==> config.mk <==
export PLATFORM = sky130hd
export DESIGN_NAME = mop_sequencer_flat
export DESIGN_NICKNAME = d
export VERILOG_FILES = /design/src/rtl/mop_sequencer_pkg.sv /design/src/rtl/mop_sequencer_if.sv /design/src/rtl/mop_sequencer_ffs.sv /design/src/rtl/mop_sequencer.sv /design/src/flat_wrapper.sv
export SDC_FILE = /design/constraint.sdc
export NUM_CORES = 1
export LEC_CHECK = 0
export BUFFER_PORTS_ARGS = -buffer_cell sky130_fd_sc_hd__buf_2
export CORE_MARGIN = 3
export CORE_UTILIZATION = 56
export CTS_CLUSTER_DIAMETER = 150
export DETAILED_ROUTE_END_ITERATION = 6
export GPL_TIMING_DRIVEN = 0
export PLACE_DENSITY = 0.81
export SYNTH_ARGS = -nofsm -noshare
export SYNTH_HDL_FRONTEND = slang
export SYNTH_SLANG_ARGS = --single-unit
==> constraint.sdc <==
create_clock -name clk -period 15.16 [get_ports clk]
set_input_delay 1.516 -clock clk [delete_from_list [all_inputs] [get_ports clk]]
set_output_delay 1.516 -clock clk [all_outputs]
set_load 0.03 [all_outputs]
==> src/rtl/mop_sequencer_pkg.sv <==
`default_nettype none
// ============================================================================
//  Module   : mop_pkg
//  Purpose  : Shared constants and the state encoding for the micro-op
//             sequencer.
//             - MOP_REG_W  : register index width
//             - MOP_MASK_W : register-list mask width
//             - MOP_IMM_W  : immediate width
//             - mop_state_t: IDLE / ISSUE / EMPTY
//  Revision : 1.0 - initial release
// ============================================================================
package mop_pkg;

    localparam int MOP_REG_W  = 6;
    localparam int MOP_MASK_W = 16;
    localparam int MOP_IMM_W  = 12;

    typedef enum logic [1:0] {
        IDLE  = 2'd0,
        ISSUE = 2'd1,
        EMPTY = 2'd2
    } mop_state_t;

endpackage : mop_pkg
`default_nettype wire

==> src/rtl/mop_sequencer_if.sv <==
`default_nettype none
// ============================================================================
//  Module   : mop_sequencer_if
//  Purpose  : Bundles the decoded-mop handshake, pipeline control and the
//             emitted micro-op bus of the sequencer.
//             slave  : the sequencer (consumes mop_*, hold, flush; drives
//                      mop_ready, uop_*, busy)
//             master : the decode / pipeline side
//  Revision : 1.0 - initial release
// ============================================================================
interface mop_sequencer_if
    import mop_pkg::*;
#(
    parameter int REG_W  = MOP_REG_W,
    parameter int MASK_W = MOP_MASK_W,
    parameter int IMM_W  = MOP_IMM_W
);
    // decoded mop handshake
    logic              mop_valid;
    logic              mop_ready;
    logic              mop_load;
    logic [REG_W-1:0]  mop_base;
    logic [REG_W-1:0]  mop_rlo;
    logic [MASK_W-1:0] mop_mask;
    logic [IMM_W-1:0]  mop_offset;
    // pipeline control from the hazard unit
    logic              hold;
    logic              flush;
    // emitted micro-op
    logic              uop_valid;
    logic              uop_load;
    logic [REG_W-1:0]  uop_rs1;
    logic [REG_W-1:0]  uop_reg;
    logic [IMM_W-1:0]  uop_imm;
    logic              uop_last;
    logic              busy;

    modport slave (
        input  mop_valid, mop_load, mop_base, mop_rlo, mop_mask, mop_offset,
        input  hold, flush,
        output mop_ready,
        output uop_valid, uop_load, uop_rs1, uop_reg, uop_imm, uop_last, busy
    );

    modport master (
        output mop_valid, mop_load, mop_base, mop_rlo, mop_mask, mop_offset,
        output hold, flush,
        input  mop_ready,
        input  uop_valid, uop_load, uop_rs1, uop_reg, uop_imm, uop_last, busy
    );

endinterface : mop_sequencer_if
`default_nettype wire

==> src/rtl/mop_sequencer_ffs.sv <==
`default_nettype none
// ============================================================================
//  Module   : mop_ffs
//  Purpose  : Lowest-set-bit priority encoder.
//             i_vec : W-bit input vector
//             o_idx : index of the lowest set bit (0 when none set)
//             o_any : at least one bit of i_vec is set
//  Revision : 1.0 - initial release
// ============================================================================
module mop_ffs #(
    parameter int W     = 16,
    parameter int IDX_W = (W > 1) ? $clog2(W) : 1
) (
    input  logic [W-1:0]     i_vec,
    output logic [IDX_W-1:0] o_idx,
    output logic             o_any
);

    // Scan from the top down so the last hit is the lowest set bit.
    always_comb begin
        o_idx = '0;
        for (int i = W - 1; i >= 0; i--) begin
            if (i_vec[i]) begin
                o_idx = IDX_W'(i);
            end
        end
    end

    assign o_any = |i_vec;

endmodule : mop_ffs
`default_nettype wire

==> src/rtl/mop_sequencer.sv <==
`default_nettype none
// ============================================================================
//  Module   : mop_sequencer
//  Purpose  : Expands one multi-register load/store macro-op into a stream of
//             single-register micro-ops, one per cycle, for the ID/EX path.
//  Ports    : clk  - clock
//             rst  - synchronous active-high reset
//             bus  - mop_sequencer_if.slave:
//                    mop_valid/mop_ready/mop_load/mop_base/mop_rlo/mop_mask/
//                    mop_offset  : decoded mop handshake
//                    hold / flush: hazard-unit stall and abort
//                    uop_valid/uop_load/uop_rs1/uop_reg/uop_imm/uop_last
//                                : registered micro-op
//                    busy        : expansion in progress (id_have_mop)
//  Revision : 1.0 - initial release
// ============================================================================
module mop_sequencer
    import mop_pkg::*;
#(
    parameter int REG_W  = MOP_REG_W,
    parameter int MASK_W = MOP_MASK_W,
    parameter int IMM_W  = MOP_IMM_W
) (
    input  logic            clk,
    input  logic            rst,
    mop_sequencer_if.slave  bus
);

    localparam int IDX_W  = (MASK_W > 1) ? $clog2(MASK_W) : 1;
    localparam int RANK_W = $clog2(MASK_W + 1);

    // ------------------------------------------------------------------
    // State and latched mop
    // ------------------------------------------------------------------
    mop_state_t         r_state;
    mop_state_t         w_nxt_state;

    logic               r_load;
    logic [REG_W-1:0]   r_base;
    logic [REG_W-1:0]   r_rlo;
    logic [MASK_W-1:0]  r_mask_orig;
    logic [MASK_W-1:0]  r_mask_rem;     // bits not yet presented on uop_*
    logic [IMM_W-1:0]   r_offset;
    logic               r_defer;

    // registered outputs
    logic               r_uop_valid;
    logic               r_uop_load;
    logic [REG_W-1:0]   r_uop_rs1;
    logic [REG_W-1:0]   r_uop_reg;
    logic [IMM_W-1:0]   r_uop_imm;
    logic               r_uop_last;
    logic               r_busy;

    // ------------------------------------------------------------------
    // Source selection: the first uop is computed straight from the bus
    // during the accept cycle so it is on the outputs the cycle after;
    // later uops come from the latched copy.
    // ------------------------------------------------------------------
    logic               w_src_load;
    logic [REG_W-1:0]   w_src_base;
    logic [REG_W-1:0]   w_src_rlo;
    logic [MASK_W-1:0]  w_src_mask;
    logic [MASK_W-1:0]  w_src_orig;
    logic [IMM_W-1:0]   w_src_offset;
    logic               w_src_defer;

    logic [MASK_W-1:0]  w_base_oh;
    logic               w_acc_defer;
    logic [MASK_W-1:0]  w_pref;
    logic [MASK_W-1:0]  w_pick;
    logic [IDX_W-1:0]   w_idx;
    logic               w_any;
    logic [RANK_W-1:0]  w_rank;
    logic [REG_W-1:0]   w_emit_reg;
    logic [IMM_W-1:0]   w_emit_imm;
    logic [MASK_W-1:0]  w_rem_next;

    always_comb begin
        if (r_state == IDLE) begin
            w_src_load   = bus.mop_load;
            w_src_base   = bus.mop_base;
            w_src_rlo    = bus.mop_rlo;
            w_src_mask   = bus.mop_mask;
            w_src_orig   = bus.mop_mask;
            w_src_offset = bus.mop_offset;
        end else begin
            w_src_load   = r_load;
            w_src_base   = r_base;
            w_src_rlo    = r_rlo;
            w_src_mask   = r_mask_rem;
            w_src_orig   = r_mask_orig;
            w_src_offset = r_offset;
        end
    end

    // Mask position(s) that name the base register; index math wraps.
    always_comb begin
        w_base_oh = '0;
        for (int i = 0; i < MASK_W; i++) begin
            w_base_oh[i] = ((w_src_rlo + REG_W'(i)) == w_src_base);
        end
    end

    // A load that overwrites its own base must write it last.
    assign w_acc_defer = bus.mop_load & (|(bus.mop_mask & w_base_oh));
    assign w_src_defer = (r_state == IDLE) ? w_acc_defer : r_defer;

    // Skip the base bit while anything else remains.
    assign w_pref = w_src_mask & ~(w_src_defer ? w_base_oh : '0);
    assign w_pick = (|w_pref) ? w_pref : w_src_mask;

    mop_ffs #(
        .W     (MASK_W),
        .IDX_W (IDX_W)
    ) u_ffs (
        .i_vec (w_pick),
        .o_idx (w_idx),
        .o_any (w_any)
    );

    // Slot rank counts against the original list, so a deferred base
    // still uses the offset of its natural position.
    always_comb begin
        w_rank = '0;
        for (int i = 0; i < MASK_W; i++) begin
            if ((i < int'(w_idx)) && w_src_orig[i]) begin
                w_rank = w_rank + RANK_W'(1);
            end
        end
    end

    assign w_emit_reg = w_src_rlo + REG_W'(w_idx);
    assign w_emit_imm = w_src_offset + (IMM_W'(w_rank) << 2);
    assign w_rem_next = w_src_mask & ~(MASK_W'(1) << w_idx);

    // ------------------------------------------------------------------
    // FSM next-state and datapath actions
    // ------------------------------------------------------------------
    logic w_do_latch;
    logic w_do_emit;
    logic w_go_empty;
    logic w_do_clear;

    always_comb begin
        w_nxt_state = r_state;
        w_do_latch  = 1'b0;
        w_do_emit   = 1'b0;
        w_go_empty  = 1'b0;
        w_do_clear  = 1'b0;

        case (r_state)
            IDLE: begin
                w_do_clear = 1'b1;
                if (bus.mop_valid) begin
                    w_do_latch = 1'b1;
                    if (w_any) begin
                        w_nxt_state = ISSUE;
                        w_do_emit   = 1'b1;
                    end else begin
                        w_nxt_state = EMPTY;
                        w_go_empty  = 1'b1;
                    end
                end
            end
            ISSUE: begin
                // hold freezes everything, including the presented uop
                if (!bus.hold) begin
                    if (w_any) begin
                        w_do_emit = 1'b1;
                    end else begin
                        w_nxt_state = IDLE;
                        w_do_clear  = 1'b1;
                    end
                end
            end
            EMPTY: begin
                w_nxt_state = IDLE;
                w_do_clear  = 1'b1;
            end
            default: begin
                w_nxt_state = IDLE;
                w_do_clear  = 1'b1;
            end
        endcase

        // flush aborts from any state and beats both hold and mop_valid
        if (bus.flush) begin
            w_nxt_state = IDLE;
            w_do_latch  = 1'b0;
            w_do_emit   = 1'b0;
            w_go_empty  = 1'b0;
            w_do_clear  = 1'b1;
        end
    end

    always_ff @(posedge clk) begin
        if (rst) begin
            r_state     <= IDLE;
            r_load      <= 1'b0;
            r_base      <= '0;
            r_rlo       <= '0;
            r_mask_orig <= '0;
            r_mask_rem  <= '0;
            r_offset    <= '0;
            r_defer     <= 1'b0;
            r_uop_valid <= 1'b0;
            r_uop_load  <= 1'b0;
            r_uop_rs1   <= '0;
            r_uop_reg   <= '0;
            r_uop_imm   <= '0;
            r_uop_last  <= 1'b0;
            r_busy      <= 1'b0;
        end else begin
            r_state <= w_nxt_state;

            if (w_do_latch) begin
                r_load      <= bus.mop_load;
                r_base      <= bus.mop_base;
                r_rlo       <= bus.mop_rlo;
                r_mask_orig <= bus.mop_mask;
                r_offset    <= bus.mop_offset;
                r_defer     <= w_acc_defer;
            end

            if (w_do_emit) begin
                r_uop_valid <= 1'b1;
                r_uop_load  <= w_src_load;
                r_uop_rs1   <= w_src_base;
                r_uop_reg   <= w_emit_reg;
                r_uop_imm   <= w_emit_imm;
                r_uop_last  <= (w_rem_next == '0);
                r_busy      <= 1'b1;
                r_mask_rem  <= w_rem_next;
            end else if (w_go_empty || w_do_clear) begin
                r_uop_valid <= 1'b0;
                r_uop_load  <= 1'b0;
                r_uop_rs1   <= '0;
                r_uop_reg   <= '0;
                r_uop_imm   <= '0;
                r_uop_last  <= 1'b0;
                r_busy      <= w_go_empty;
                r_mask_rem  <= '0;
            end
        end
    end

    // ------------------------------------------------------------------
    // Outputs
    // ------------------------------------------------------------------
    assign bus.mop_ready = (r_state == IDLE);
    assign bus.uop_valid = r_uop_valid;
    assign bus.uop_load  = r_uop_load;
    assign bus.uop_rs1   = r_uop_rs1;
    assign bus.uop_reg   = r_uop_reg;
    assign bus.uop_imm   = r_uop_imm;
    assign bus.uop_last  = r_uop_last;
    assign bus.busy      = r_busy;

endmodule : mop_sequencer
`default_nettype wire
==> src/flat_wrapper.sv <==
// flat-port wrapper written by rule: the top's interface ports become plain ports
module mop_sequencer_flat import mop_pkg::*;
#(
    parameter int REG_W  = MOP_REG_W,
    parameter int MASK_W = MOP_MASK_W,
    parameter int IMM_W  = MOP_IMM_W
)
  (clk, rst, bus_mop_valid, bus_mop_load, bus_mop_base, bus_mop_rlo, bus_mop_mask, bus_mop_offset, bus_hold, bus_flush, bus_mop_ready, bus_uop_valid, bus_uop_load, bus_uop_rs1, bus_uop_reg, bus_uop_imm, bus_uop_last, bus_busy);
  mop_sequencer_if #(.REG_W(REG_W), .MASK_W(MASK_W), .IMM_W(IMM_W)) bus_i ();
  input  logic clk;
  input  logic rst;
  input wire logic [$bits(bus_i.mop_valid)-1:0] bus_mop_valid;
  input wire logic [$bits(bus_i.mop_load)-1:0] bus_mop_load;
  input wire logic [$bits(bus_i.mop_base)-1:0] bus_mop_base;
  input wire logic [$bits(bus_i.mop_rlo)-1:0] bus_mop_rlo;
  input wire logic [$bits(bus_i.mop_mask)-1:0] bus_mop_mask;
  input wire logic [$bits(bus_i.mop_offset)-1:0] bus_mop_offset;
  input wire logic [$bits(bus_i.hold)-1:0] bus_hold;
  input wire logic [$bits(bus_i.flush)-1:0] bus_flush;
  output wire logic [$bits(bus_i.mop_ready)-1:0] bus_mop_ready;
  output wire logic [$bits(bus_i.uop_valid)-1:0] bus_uop_valid;
  output wire logic [$bits(bus_i.uop_load)-1:0] bus_uop_load;
  output wire logic [$bits(bus_i.uop_rs1)-1:0] bus_uop_rs1;
  output wire logic [$bits(bus_i.uop_reg)-1:0] bus_uop_reg;
  output wire logic [$bits(bus_i.uop_imm)-1:0] bus_uop_imm;
  output wire logic [$bits(bus_i.uop_last)-1:0] bus_uop_last;
  output wire logic [$bits(bus_i.busy)-1:0] bus_busy;
  assign bus_i.mop_valid = bus_mop_valid;
  assign bus_i.mop_load = bus_mop_load;
  assign bus_i.mop_base = bus_mop_base;
  assign bus_i.mop_rlo = bus_mop_rlo;
  assign bus_i.mop_mask = bus_mop_mask;
  assign bus_i.mop_offset = bus_mop_offset;
  assign bus_i.hold = bus_hold;
  assign bus_i.flush = bus_flush;
  assign bus_mop_ready = bus_i.mop_ready;
  assign bus_uop_valid = bus_i.uop_valid;
  assign bus_uop_load = bus_i.uop_load;
  assign bus_uop_rs1 = bus_i.uop_rs1;
  assign bus_uop_reg = bus_i.uop_reg;
  assign bus_uop_imm = bus_i.uop_imm;
  assign bus_uop_last = bus_i.uop_last;
  assign bus_busy = bus_i.busy;
  mop_sequencer #(.REG_W(REG_W), .MASK_W(MASK_W), .IMM_W(IMM_W)) u_core (.clk(clk), .rst(rst), .bus(bus_i));
endmodule
Yosys cells after proc, flatten, opt, wreduce, memory -nomap -nowiden. Cells that the tools add are included.

Flip-flop bits (word level): 87. Output and inout port bits: 29.

Shifts and indexed selects: 1. Bitwise operators: 6. Add/subtract/negate cells: 31. Reductions and logical operators: 24. Eq/ne operators: 20. Multiplexer cells: 73. $lt $le $gt $ge: 15.

Operator list (count): 6-bit equality test (16); 16-bit two-way mux (5); 5-bit two-way mux (14); 5-bit by 1-bit adder with 5-bit output (second input constant) (13); 4-bit two-way mux (16); 6-bit by 4-bit adder with 6-bit output (second input constant) (8); 16-bit bitwise AND (3); 16-bit OR reduction (3); 12-bit two-way mux (3); 16-bit inverter (2); 6-bit two-way mux (5); 4-bit less-than comparator (first input constant) (7); 6-bit by 3-bit adder with 6-bit output (second input constant) (4); 1-bit two-way mux (23); 16-bit logical NOT (1); 3-bit by 4-bit less-than comparator with 1-bit output (first input constant) (4); 1-bit by 4-bit << shifter with 16-bit output (first input constant) (1); 1-bit logical AND (15); 15-bit two-way mux (1); 12-bit by 7-bit adder with 12-bit output (1); 6-bit by 2-bit adder with 6-bit output (second input constant) (2); 1-bit by 4-bit less-than comparator with 1-bit output (first input constant) (2); 2-bit by 4-bit less-than comparator with 1-bit output (first input constant) (2); 2-bit two-way mux (4); other kinds (13) (15).

Depth between registers and ports, before layout.
Word-level depth: 62. Mapped depth: 77. Depth with buffers taken out: 68.

Modules after synthesis. Synthesis repeated with hierarchy kept, for this count alone.

Cell total of the unflattened synthesis: 1037. Area, all modules: 7642.3 sq um.

By module, submodules not included: mop_sequencer (seq. area each 1741.7 sq um, cells an instance 1003, area each 7465.9 sq um, instances 1); mop_ffs (seq. area each 0.0 sq um, cells an instance 34, area each 176.4 sq um, instances 1).

Worst setup path before layout. No wires, ideal clock.

Kind: register to register. Start: register u_core.r_state[0]. End: register u_core.r_uop_imm[11], in the netlist u_core.bus.uop_imm[11]. Cell stages (with the launch flop): 74. Path buffers: 9. Path slack: 0.365 ns. Arrival: 14.667 ns. Data required time: 15.032 ns. Period minus slack after synthesis: 14.795 ns. Cells stage by stage: dfxtp_1 or2_1 buf_6 buf_6 buf_2 clkbuf_1 clkbuf_1 buf_1 buf_1 clkbuf_1 nand2_1 nand2_1 ha_1 clkbuf_1 a21oi_1 xnor2_1 and4_1 a2111o_1 (+38 left out) o31ai_1 ha_1 mux2_2 ha_1 mux2_2 ha_1 nand2_1 nor2_1 a21oi_1 mux2i_1 xnor3_1 ha_1 a21oi_1 or3_1 nor3_1 xnor2_1 a22oi_1 nor2_1.

Cells in the longest elaborated chain, start to end: 62. Elaborated cells between the ends (all ways): 139. Those cells by class: 30 x add/sub; 15 x order compare; 17 x eq/ne; 52 x mux; 4 x bitwise; 21 x reduce/logical.

RTL lines: start: declaration (line mop_sequencer.sv:35) `mop_state_t r_state;`; start signal: assignment (line mop_sequencer.sv:215) `r_state <= w_nxt_state;`; 2-bit logical NOT (line mop_sequencer.sv:80, mop_sequencer.sv:107, mop_sequencer.sv:152); 6-bit two-way mux (line mop_sequencer.sv:80) `if (r_state == IDLE) begin`; 6-bit by 1-bit adder with 6-bit output, or another cell as far along (line mop_sequencer.sv:101) `w_base_oh[i] = ((w_src_rlo + REG_W'(i)) == w_src_base);`; 6-bit equality test (line mop_sequencer.sv:101); 16-bit bitwise AND (line mop_sequencer.sv:106) `assign w_acc_defer = bus.mop_load & (|(bus.mop_mask & w_base_oh));`; 16-bit OR reduction (line mop_sequencer.sv:106); 1-bit bitwise AND (line mop_sequencer.sv:106); 1-bit two-way mux (line mop_sequencer.sv:107) `assign w_src_defer = (r_state == IDLE) ? w_acc_defer : r_defer;`; (+46 left out); 5-bit by 1-bit adder with 5-bit output (line mop_sequencer.sv:128) `w_rank = w_rank + RANK_W'(1);`; 5-bit two-way mux (line mop_sequencer.sv:127) `if ((i < int'(w_idx)) && w_src_orig[i]) begin`; 5-bit by 1-bit adder with 5-bit output (line mop_sequencer.sv:128); 5-bit two-way mux (line mop_sequencer.sv:127); 5-bit by 1-bit adder with 5-bit output (line mop_sequencer.sv:128); 5-bit two-way mux (line mop_sequencer.sv:127); 12-bit by 7-bit adder with 12-bit output (line mop_sequencer.sv:134) `assign w_emit_imm = w_src_offset + (IMM_W'(w_rank) << 2);`; 12-bit two-way mux (line mop_sequencer.sv:226) `if (w_do_emit) begin`; end signal: assignment (line mop_sequencer.sv:231) `r_uop_imm <= w_emit_imm;`; end: declaration (line mop_sequencer.sv:51) `logic [IMM_W-1:0] r_uop_imm;`.

Parallel ways exist; a longest one is shown, timed or not. A chain may end at the register's enable or synchronous reset.

Worst setup path in the final report. Same ends and word-level chain as after synthesis.

==> results.py <==
metrics = {
    "yosys": {
        "synth.avg_cell_area_um2": 7.420,
        "ys_warn_count": 0,
        "yosysSeqAreaShare": 0.1986,
        "async_reset_ff_frac": 0,
        "ys_ff_latch": 87,
        "synth_top_area_share": 0.1986,
        "yosysUniqueCellTypes": 114,
        "yosysTopAreaCell": "dfxtp_1",
        "synth_ff_type": "dfxtp_1",
        "synth.area.top_cells": "dfxtp_1 (20%), nand2_1 (8.0%), a21oi_1 (7.5%)",
        "netlist_instances": 1182,
        "syn-num-nets": 1256,
        "synth-edff-count": 0,
        "synth_commonest_cells": "nand2_1 (188), a21oi_1 (131), nor2_1 (112)",
        "synth_area_mm2": 0.008771,
        "synth.most_common_cell": "nand2_1",
    },
    "placed_design": {
        "dp.cells": 1462,
        "port_buffers": 69,
        "hpwl_mm": 22.67,
        "post-place-ws_ns": -2.702,
        "gp_congestion": 0.9937,
    },
    "global_routing": {
        "grt_max_degree": 19,
        "grt_pass1_wl_mm": 46.86,
        "grt-ovfl-total": 0,
        "grt_pass1_vias": 8862,
        "grtUsageTotal": 0.3296,
        "antenna_found_initial": 0,
    },
    "final_layout": {
        "finalNetCount": 1352,
        "drive_above_1_share": 0.1917,
        "regMostFlops": "u_core.r_mask_rem",
        "biggestRegsByFlops": "u_core.r_mask_rem (16), u_core.r_mask_orig (15)",
        "largest_reg_flops": 16,
        "fin_cells": 1494,
        "areaGrowthSynthToFinish_pct": 17.32,
        "antenna_cells": 0,
    },
    "route": {
        "ant_nets": 0,
        "routed_via_density": 6.467,
        "drt_iter0_drc": 1128,
        "firstDrtPassIters": 6,
        "drc": 0,
        "vias": 9661,
        "routed_wl_mm": 29.94,
        "wl_per_cell_um": 20.04,
    },
    "setup_path": {
        "r2r_slack_ns": 0.51,
        "cp.arrival_ns": 14.89,
        "crit_fanout": 10,
        "cp_slowest_cell": "or3_4",
        "cp-end-kind": "register",
        "critical_path_class": "reg2reg",
        "startpoint_type": "register",
        "cpPeakStageDelay_ns": 0.43,
        "path_common_cell": "ha_1",
        "worstPathRequired_ns": 15.39,
    },
    "floorplan": {
        "core_area_mm2": 0.01526,
        "pin_count": 75,
        "initial_utilization": 0.5748,
        "std_cell_rows": 45,
        "fp.dieW_um": 131.2,
        "die_h_um": 131.2,
        "die_area_mm2": 0.01720,
    },
    "pwr": {
        "power.total_uw": 805.0,
        "peakVddDrop_v": 0.00006837,
        "power_density_mw_per_mm2": 78.23,
        "p_leak_nw": 4.124,
    },
    "cts": {
        "clockRootBuffer": "clkbuf_16",
        "holdBufCountCts": 0,
        "h-tree-depth": 3,
        "cts_inserted_buffers": 9,
        "cts_tree": "built",
        "ctsLongestPathBuffers": 2,
        "clock-sinks": 87,
        "clk_pin_slew_ns": 0.07,
        "insertion_delay_ns": 0.36,
    },
    "timing": {
        "fmax_mhz": 68.25,
        "final.setup.tns_ns": 0,
        "fin_ws_ns": 0.5070,
        "fin_worst_skew_ns": 0.01375,
        "final.period_utilization": 0.9666,
        "worst_slew_pin_slew_ns": 0.8711,
        "slew-limit-headroom": 0.4193,
        "hold_viol_final": 0,
        "holdWs_ns": 0.4571,
        "slew_violations": 0,
        "fin_crit_ns": 14.65,
        "finalSetupViolations": 0,
    },
    "hold_path": {
        "min_path_type": "reg2reg",
    },
    "run": {
        "cap_violations": 0,
    },
    "status": {
        "status": "finished, final reports clean",
    },
}
## cells by family after synthesis
kind of cell / after synthesis / synth area share
and+or+nand+nor: 483 / 0.2646
AOI/OAI and AO/OA: 356 / 0.2853
buffers and inverters: 100 / 0.05335
DFF: 87 / 0.1986
xor gates and xnor gates: 83 / 0.09815
muxes: 44 / 0.05720
adders and majority gates: 29 / 0.04280
## layout by cell type, fill, tap and decap left out, types with 22 or more instances in the layout
| cell | instances |
|---|---|
| nor2_1 | 111 |
| xor2_1 | 26 |
| and2_1 | 27 |
| dfxtp_1 | 85 |
| a21oi_1 | 124 |
| nand2_1 | 185 |
| inv_1 | 27 |
| o21ai_0 | 22 |
| a22oi_1 | 42 |
| nand3_1 | 23 |
| xnor2_1 | 45 |
| buf_2 | 79 |
| a21o_1 | 22 |
| mux2i_1 | 26 |
| clkbuf_1 | 33 |
## metrics by stage
stage	cell area, µm²	util
after floorplan	8771	-
after global placement	9380	0.6148
final	10290	0.6744
after detailed placement	9380	0.6148
after global routing	10290	0.6744
after CTS	9936	0.6512
## cell type report
cell class,instances,area (µm²)
Buffer,65,386.6
Clock buffer,9,225.2
Clock inverter,7,102.6
Fill cell,1314,4969
Inverter,33,138.9
Multi-Input combinational cell,995,6939
Sequential cell,87,1747
Tap cell,211,264.0
Timing Repair Buffer,87,486.7
## where the power goes
part | leakage (nW) | internal (mW) | switching [mW]
sequential | 0.710 | 0.238 | 0.00653
combinational | 3.25 | 0.120 | 0.194
clock | 0.159 | 0.134 | 0.113
## worst max-delay path: cells and delay by family (launching register included)
kind | cells | cell delay (ns)
AOI/OAI and AO/OA | 20 | 3.40
xor gates and xnor gates | 4 | 0.71
adders and majority gates | 15 | 4.24
buffers and inverters | 9 | 1.62
DFF | 1 | 0.37
muxes | 3 | 0.88
and+or+nand+nor | 22 | 3.29
## per-layer routing
| layer | vias to the layer above | track usage | wire length (µm) |
|---|---|---|---|
| met5 | - | 0 | 0 |
| met3 | 100 | 0.05972 | 2943 |
| met2 | 591 | 0.5354 | 13580 |
| met4 | 0 | 0.1132 | 1132 |
| met1 | 4487 | 0.4422 | 12290 |
| li1 | 4483 | - | - |
## what timing repair did
action | in CTS | in global routing
resized for setup | 51 | 50
gates cloned | 0 | 0
buffers inserted | 5 | 13
pin swaps | 7 | 31
endpoints found under the hold margin | 0 | 0
setup endpoints to repair | 9 | 7
## path summary, 6_finish.rpt
path	end	startpoint	cells past startpoint
hold reg to reg	u_core.r_offset[11]	u_core.r_offset[11]	2
setup reg to reg	u_core.bus.uop_imm[11]	u_core.r_state[0]	73
setup / recovery	u_core.bus.uop_imm[11]	u_core.r_state[0]	73
hold / removal	u_core.r_offset[11]	u_core.r_offset[11]	2
No activity file was read; power rests on OpenSTA's default activity.
